--- src/rtl/fetch_seq_pkg.sv ---
// Shared definitions for the fetch sequencer: FSM encoding, instruction-register
// field positions and default geometry.
package fetch_seq_pkg;

    localparam int DEF_PROG_LEN = 4;
    localparam int DEF_ADDR_W   = 2;

    localparam int IR_W        = 8;
    localparam int IR_RD1_MSB  = 7;
    localparam int IR_RD1_LSB  = 6;
    localparam int IR_RD2_MSB  = 5;
    localparam int IR_RD2_LSB  = 4;
    localparam int IR_WR_MSB   = 3;
    localparam int IR_WR_LSB   = 2;
    localparam int IR_WE_BIT   = 1;
    localparam int IR_RSVD_BIT = 0;

    typedef enum logic [1:0] {
        ST_IDLE  = 2'd0,
        ST_FETCH = 2'd1,
        ST_EXEC  = 2'd2,
        ST_DONE  = 2'd3
    } fsm_state_e;

    function automatic logic is_busy_state(input fsm_state_e st);
        return (st == ST_FETCH) || (st == ST_EXEC);
    endfunction

endpackage

--- src/rtl/instr_decode.sv ---
// Splits the instruction register into register-file addresses and the write bit.
// Bit 0 is reserved and deliberately ignored.
module instr_decode
    import fetch_seq_pkg::*;
(
    input  logic [IR_W-1:0] ir,
    output logic [1:0]      rd_addr1,
    output logic [1:0]      rd_addr2,
    output logic [1:0]      wr_addr,
    output logic            we_bit
);

    logic unused_rsvd_s;

    assign rd_addr1      = ir[IR_RD1_MSB:IR_RD1_LSB];
    assign rd_addr2      = ir[IR_RD2_MSB:IR_RD2_LSB];
    assign wr_addr       = ir[IR_WR_MSB:IR_WR_LSB];
    assign we_bit        = ir[IR_WE_BIT];
    assign unused_rsvd_s = ir[IR_RSVD_BIT];

endmodule

--- src/rtl/fetch_sequencer.sv ---
// Instruction fetch/execute sequencer: walks the program counter over a fixed-length
// program, latches each instruction and presents decoded register-file controls.
module fetch_sequencer
    import fetch_seq_pkg::*;
#(
    parameter int PROG_LEN = DEF_PROG_LEN,
    parameter int ADDR_W   = DEF_ADDR_W
) (
    input  logic              clk,
    input  logic              rst,
    input  logic              start,
    input  logic              loop,
    input  logic              stall,
    output logic [ADDR_W-1:0] im_addr,
    output logic              im_cs,
    input  logic [IR_W-1:0]   im_data,
    output logic [1:0]        rd_addr1,
    output logic [1:0]        rd_addr2,
    output logic [1:0]        wr_addr,
    output logic              rf_we,
    output logic              busy,
    output logic              done
);

    localparam logic [ADDR_W-1:0] LAST_ADDR = ADDR_W'(PROG_LEN - 1);

    fsm_state_e        state_r;
    fsm_state_e        next_state_s;
    logic [ADDR_W-1:0] pc_r;
    logic [ADDR_W-1:0] pc_next_s;
    logic [IR_W-1:0]   ir_r;
    logic              ir_load_s;
    logic              im_cs_r;
    logic              busy_r;
    logic              done_r;
    logic              we_bit_s;

    // Next-state, program-counter and IR-load decisions
    always_comb begin
        next_state_s = state_r;
        pc_next_s    = pc_r;
        ir_load_s    = 1'b0;
        case (state_r)
            ST_IDLE: begin
                if (start) begin
                    next_state_s = ST_FETCH;
                    pc_next_s    = {ADDR_W{1'b0}};
                end else begin
                    next_state_s = ST_IDLE;
                end
            end
            ST_FETCH: begin
                if (stall) begin
                    next_state_s = ST_FETCH;
                end else begin
                    next_state_s = ST_EXEC;
                    ir_load_s    = 1'b1;
                end
            end
            ST_EXEC: begin
                // The counter only wraps through the loop path, never by overflow
                if (stall) begin
                    next_state_s = ST_EXEC;
                end else if (pc_r != LAST_ADDR) begin
                    next_state_s = ST_FETCH;
                    pc_next_s    = pc_r + ADDR_W'(1'b1);
                end else if (loop) begin
                    next_state_s = ST_FETCH;
                    pc_next_s    = {ADDR_W{1'b0}};
                end else begin
                    next_state_s = ST_DONE;
                end
            end
            ST_DONE: begin
                next_state_s = ST_IDLE;
            end
            default: begin
                next_state_s = ST_IDLE;
            end
        endcase
    end

    // State, PC, IR and registered status outputs
    always_ff @(posedge clk) begin
        if (rst) begin
            state_r <= ST_IDLE;
            pc_r    <= {ADDR_W{1'b0}};
            ir_r    <= 8'h00;
            im_cs_r <= 1'b0;
            busy_r  <= 1'b0;
            done_r  <= 1'b0;
        end else begin
            state_r <= next_state_s;
            pc_r    <= pc_next_s;
            if (ir_load_s) begin
                ir_r <= im_data;
            end else begin
                ir_r <= ir_r;
            end
            im_cs_r <= (next_state_s == ST_FETCH);
            busy_r  <= is_busy_state(next_state_s);
            done_r  <= (next_state_s == ST_DONE);
        end
    end

    instr_decode u_decode (
        .ir       (ir_r),
        .rd_addr1 (rd_addr1),
        .rd_addr2 (rd_addr2),
        .wr_addr  (wr_addr),
        .we_bit   (we_bit_s)
    );

    // Write strobe must react to stall in the same cycle, so it is gated rather than registered
    assign rf_we   = we_bit_s & (state_r == ST_EXEC) & ~stall & ~rst;
    assign im_addr = pc_r;
    assign im_cs   = im_cs_r;
    assign busy    = busy_r;
    assign done    = done_r;

endmodule

--- config.mk ---
export PLATFORM = sky130hd
export DESIGN_NAME = fetch_sequencer
export DESIGN_NICKNAME = d
export VERILOG_FILES = /design/src/rtl/fetch_seq_pkg.sv /design/src/rtl/instr_decode.sv /design/src/rtl/fetch_sequencer.sv
export SDC_FILE = /design/constraint.sdc
export NUM_CORES = 1
export LEC_CHECK = 0
export ABC_CLOCK_PERIOD_IN_PS = 2900
export CAP_MARGIN = 20
export CELL_PAD_IN_SITES_DETAIL_PLACEMENT = 0
export CELL_PAD_IN_SITES_GLOBAL_PLACEMENT = 2
export CORE_ASPECT_RATIO = 0.6
export CORE_MARGIN = 3
export CORE_UTILIZATION = 25
export DETAILED_ROUTE_END_ITERATION = 10
export GPL_TIMING_DRIVEN = 0
export PLACE_DENSITY = 0.88
export SETUP_SLACK_MARGIN = 0.15
export SYNTH_ARGS = -nofsm -noshare
export SYNTH_HDL_FRONTEND = slang
export SYNTH_SLANG_ARGS = --single-unit
--- constraint.sdc ---
create_clock -name clk -period 2.9 [get_ports clk]
set_input_delay 0.435 -clock clk [delete_from_list [all_inputs] [get_ports clk]]
set_output_delay 0.435 -clock clk [all_outputs]
set_load 0.05 [all_outputs]
==> impl_metrics.csv <==
group,metric,value,unit
outcome,status,"completed",
timing,setup_tns,0,ns
routing,antenna_violating_nets_post_route,0,
synth,synth.most_common_cell,"dfxtp_1",
synth,avgSynthCellArea,9.92,um^2
synth,synth_top_cell_by_area,"dfxtp_1",
hold_path,hold_class,"reg2reg",
die,die_h,43.5,um
synth,syn_inst,59,
timing,final-setup-viol-count,0,
routing,routed_wl,1.35,mm
die,rows,12,
clock_network,post_cts_buffers,0,
clock_network,holdBufCountCts,0,
clock_network,cts_root_buf,"clkbuf_8",
clock_network,clockBufferDepth,2,
clock_network,cts-buffers-inserted,3,
routing,drt_iter0_drc,26,
placement,port_buffers,23,
cells_and_area,final_layout_size_suffix_gt1_frac,0.105,
cells_and_area,antenna_cells,0,
worst_setup_path,worstSetupPathType,"in2out",
global_route,grt_usage,0.102,
global_route,grt_pass1_wl,2.19,mm
timing,worst_slack,0.676,ns
worst_setup_path,cpMaxStageDelayCell,"clkdlybuf4s50_1",
timing,hold-worst-slack,0.498,ns
worst_setup_path,crit_fanout,7,
cells_and_area,fin_nets,103,
placement,dp_slack,0.259,ns
synth,ys_top_cells_by_count,"dfxtp_1, nor2_1, mux2i_1",
pwr,power_density,535,mW/mm^2
clock_network,cts_tree,"built",
job,cap_violations,0,
die,initial_utilization,0.289,
timing,worst_pin_slew,0.502,ns
worst_setup_path,required,2.47,ns
synth,ys_seq_area_frac,0.479,
global_route,grt-ovfl-total,0,
cells_and_area,final_area,908,um^2
timing,rsz0062_at_grt,"false",
global_route,antenna_found_initial,0,
timing,fin_crit_sh,0.767,
routing,via_per_inst,4.41,
global_route,grt_max_degree,11,
worst_setup_path,cp_slowest_stage_delay,0.54,ns
synth,synth-async-reset-ratio,0,
cells_and_area,area_growth_syn_to_layout,55.1,%
synth,synth_cell_types,19,
routing,wire_per_inst,11.8,um
synth,synthFlopType,"dfxtp_1",
placement,place_hpwl,1.04,mm
die,ios,25,
synth,synth_edf_count,0,
synth,synth_nets,75,
worst_setup_path,arrival,1.79,ns
synth,synth_seq_cells,14,
clock_network,htree_levels,1,
synth,yosys_warnings,0,
timing,relSlewSlack,0.664,
synth,syn_area,586,um^2
die,die_w,68.5,um
clock_network,postCtsResizedCells,0,
pwr,power_leakage,0.366,nW
timing,finalMaxSlewViolations,0,
clock_network,clock_latency,0.25,ns
placement,finalWeightedCongestion,0.700,
routing,dr_total_vias,503,
die,dieArea,0.00298,mm^2
timing,min_period,2.22,ns
worst_setup_path,endpoint_kind,"primary output",
routing,dr.pass1.iters,4,
synth,yosysTopAreaCellShare,0.479,
die,core-area,0.00203,mm^2
timing,max_freq,450,MHz
synth,ys_top_cells_by_area,"dfxtp_1, mux2i_1, ha_1",
cells_and_area,fillerInstances,198,
placement,postPlaceCellArea,851,um^2
clock_network,cts.sinks,14,
pwr,peakVddDrop,0.220,mV
global_route,grt_pass1_vias,474,
timing,hold_violations,0,
timing,clock_skew,0.00160,ns
clock_network,path_clk_slew,0.06,ns
worst_setup_path,cp-start-kind,"input pin",
routing,drc_errors,0,
worst_setup_path,cp_cell_sequence,"clkdlybuf4s50_1, nor4b_1, dlymetal6s2s_1",
==> registers in the layout, indices dropped and copies added (netlist names) <==
signal   cells
busy         1
done         1
im_addr      2
im_cs        1
ir_r         7
state_r      2
==> critical path, delay by kind of cell <==
kind	cells	cell delay (ns)
and+or+nand+nor	1	0.35
buffers and inverters	2	1.00
==> cell type report <==
class | count | area (um^2) | share of cell area
buffer | 2 | 15.0 | 0.0165
sequential | 14 | 280 | 0.309
multi-input combinational | 41 | 283 | 0.311
inverter | 2 | 7.51 | 0.00826
tap | 28 | 35.0 | 0.0386
timing repair buffer | 23 | 233 | 0.256
clock buffer | 4 | 55.1 | 0.0606
==> cell usage in the layout, fill, tap and decap left out <==
cell              n
ha_1              3
nand3_1           1
nand2b_1          2
buf_6             1
clkdlybuf4s50_1  22
a211oi_1          2
a21oi_1           2
nor4b_1           1
dlymetal6s2s_1    1
clkbuf_1          1
o21ai_0           3
a31oi_1           1
nor2b_1           4
clkbuf_8          4
nor2_1           10
nor2_2            1
and2b_2           2
dfxtp_1          14
nor2b_2           1
mux2i_1           7
or4_1             1
inv_1             2
==> layer usage <==
| metal | track usage | vias up | routed length [um] |
|---|---|---|---|
| li1 | - | 255 | - |
| met1 | 0.133 | 227 | 628 |
| met2 | 0.135 | 19 | 581 |
| met3 | 0.0622 | 2 | 131 |
| met4 | 0.0356 | 0 | 8 |
| met5 | 0 | - | 0 |
==> through the flow <==
| stage | total power (W) | utilization | std cells |
|---|---|---|---|
| floorplan | 0.000263 | - | 59 |
| global placement | 0.000300 | 0.420 | 110 |
| detailed placement | 0.000301 | 0.420 | 110 |
| CTS | 0.000494 | 0.447 | 114 |
| global route | 0.000513 | 0.448 | 114 |
| finish | 0.000486 | 0.448 | 114 |
==> final timing paths <==
| check | from | cells after the start | endpoint | slack, ns |
|---|---|---|---|---|
| worst min register to register | ir_r[7] | 2 | ir_r[7] | 0.50 |
| worst min-delay path | ir_r[7] | 2 | ir_r[7] | 0.50 |
| worst max register to register | state_r[0] | 7 | done | 1.44 |
| worst max-delay path | stall | 3 | rf_we | 0.68 |
==> cells by family after synthesis <==
family | Yosys count | synth area share
simple gates | 23 | 0.220
flops | 14 | 0.479
buf+inv | 4 | 0.0385
compound gates | 8 | 0.0791
fa+ha+maj | 3 | 0.0641
mux | 7 | 0.120
==> power breakdown <==
part | leakage [nW] | switching [W] | internal [W]
logic | 0.223 | 0.0000484 | 0.0000400
registers | 0.114 | 0.00000531 | 0.000202
clock network | 0.0288 | 0.0000696 | 0.000120
total | 0.366 | 0.000123 | 0.000363
No activity file was read; power rests on OpenSTA's default activity.
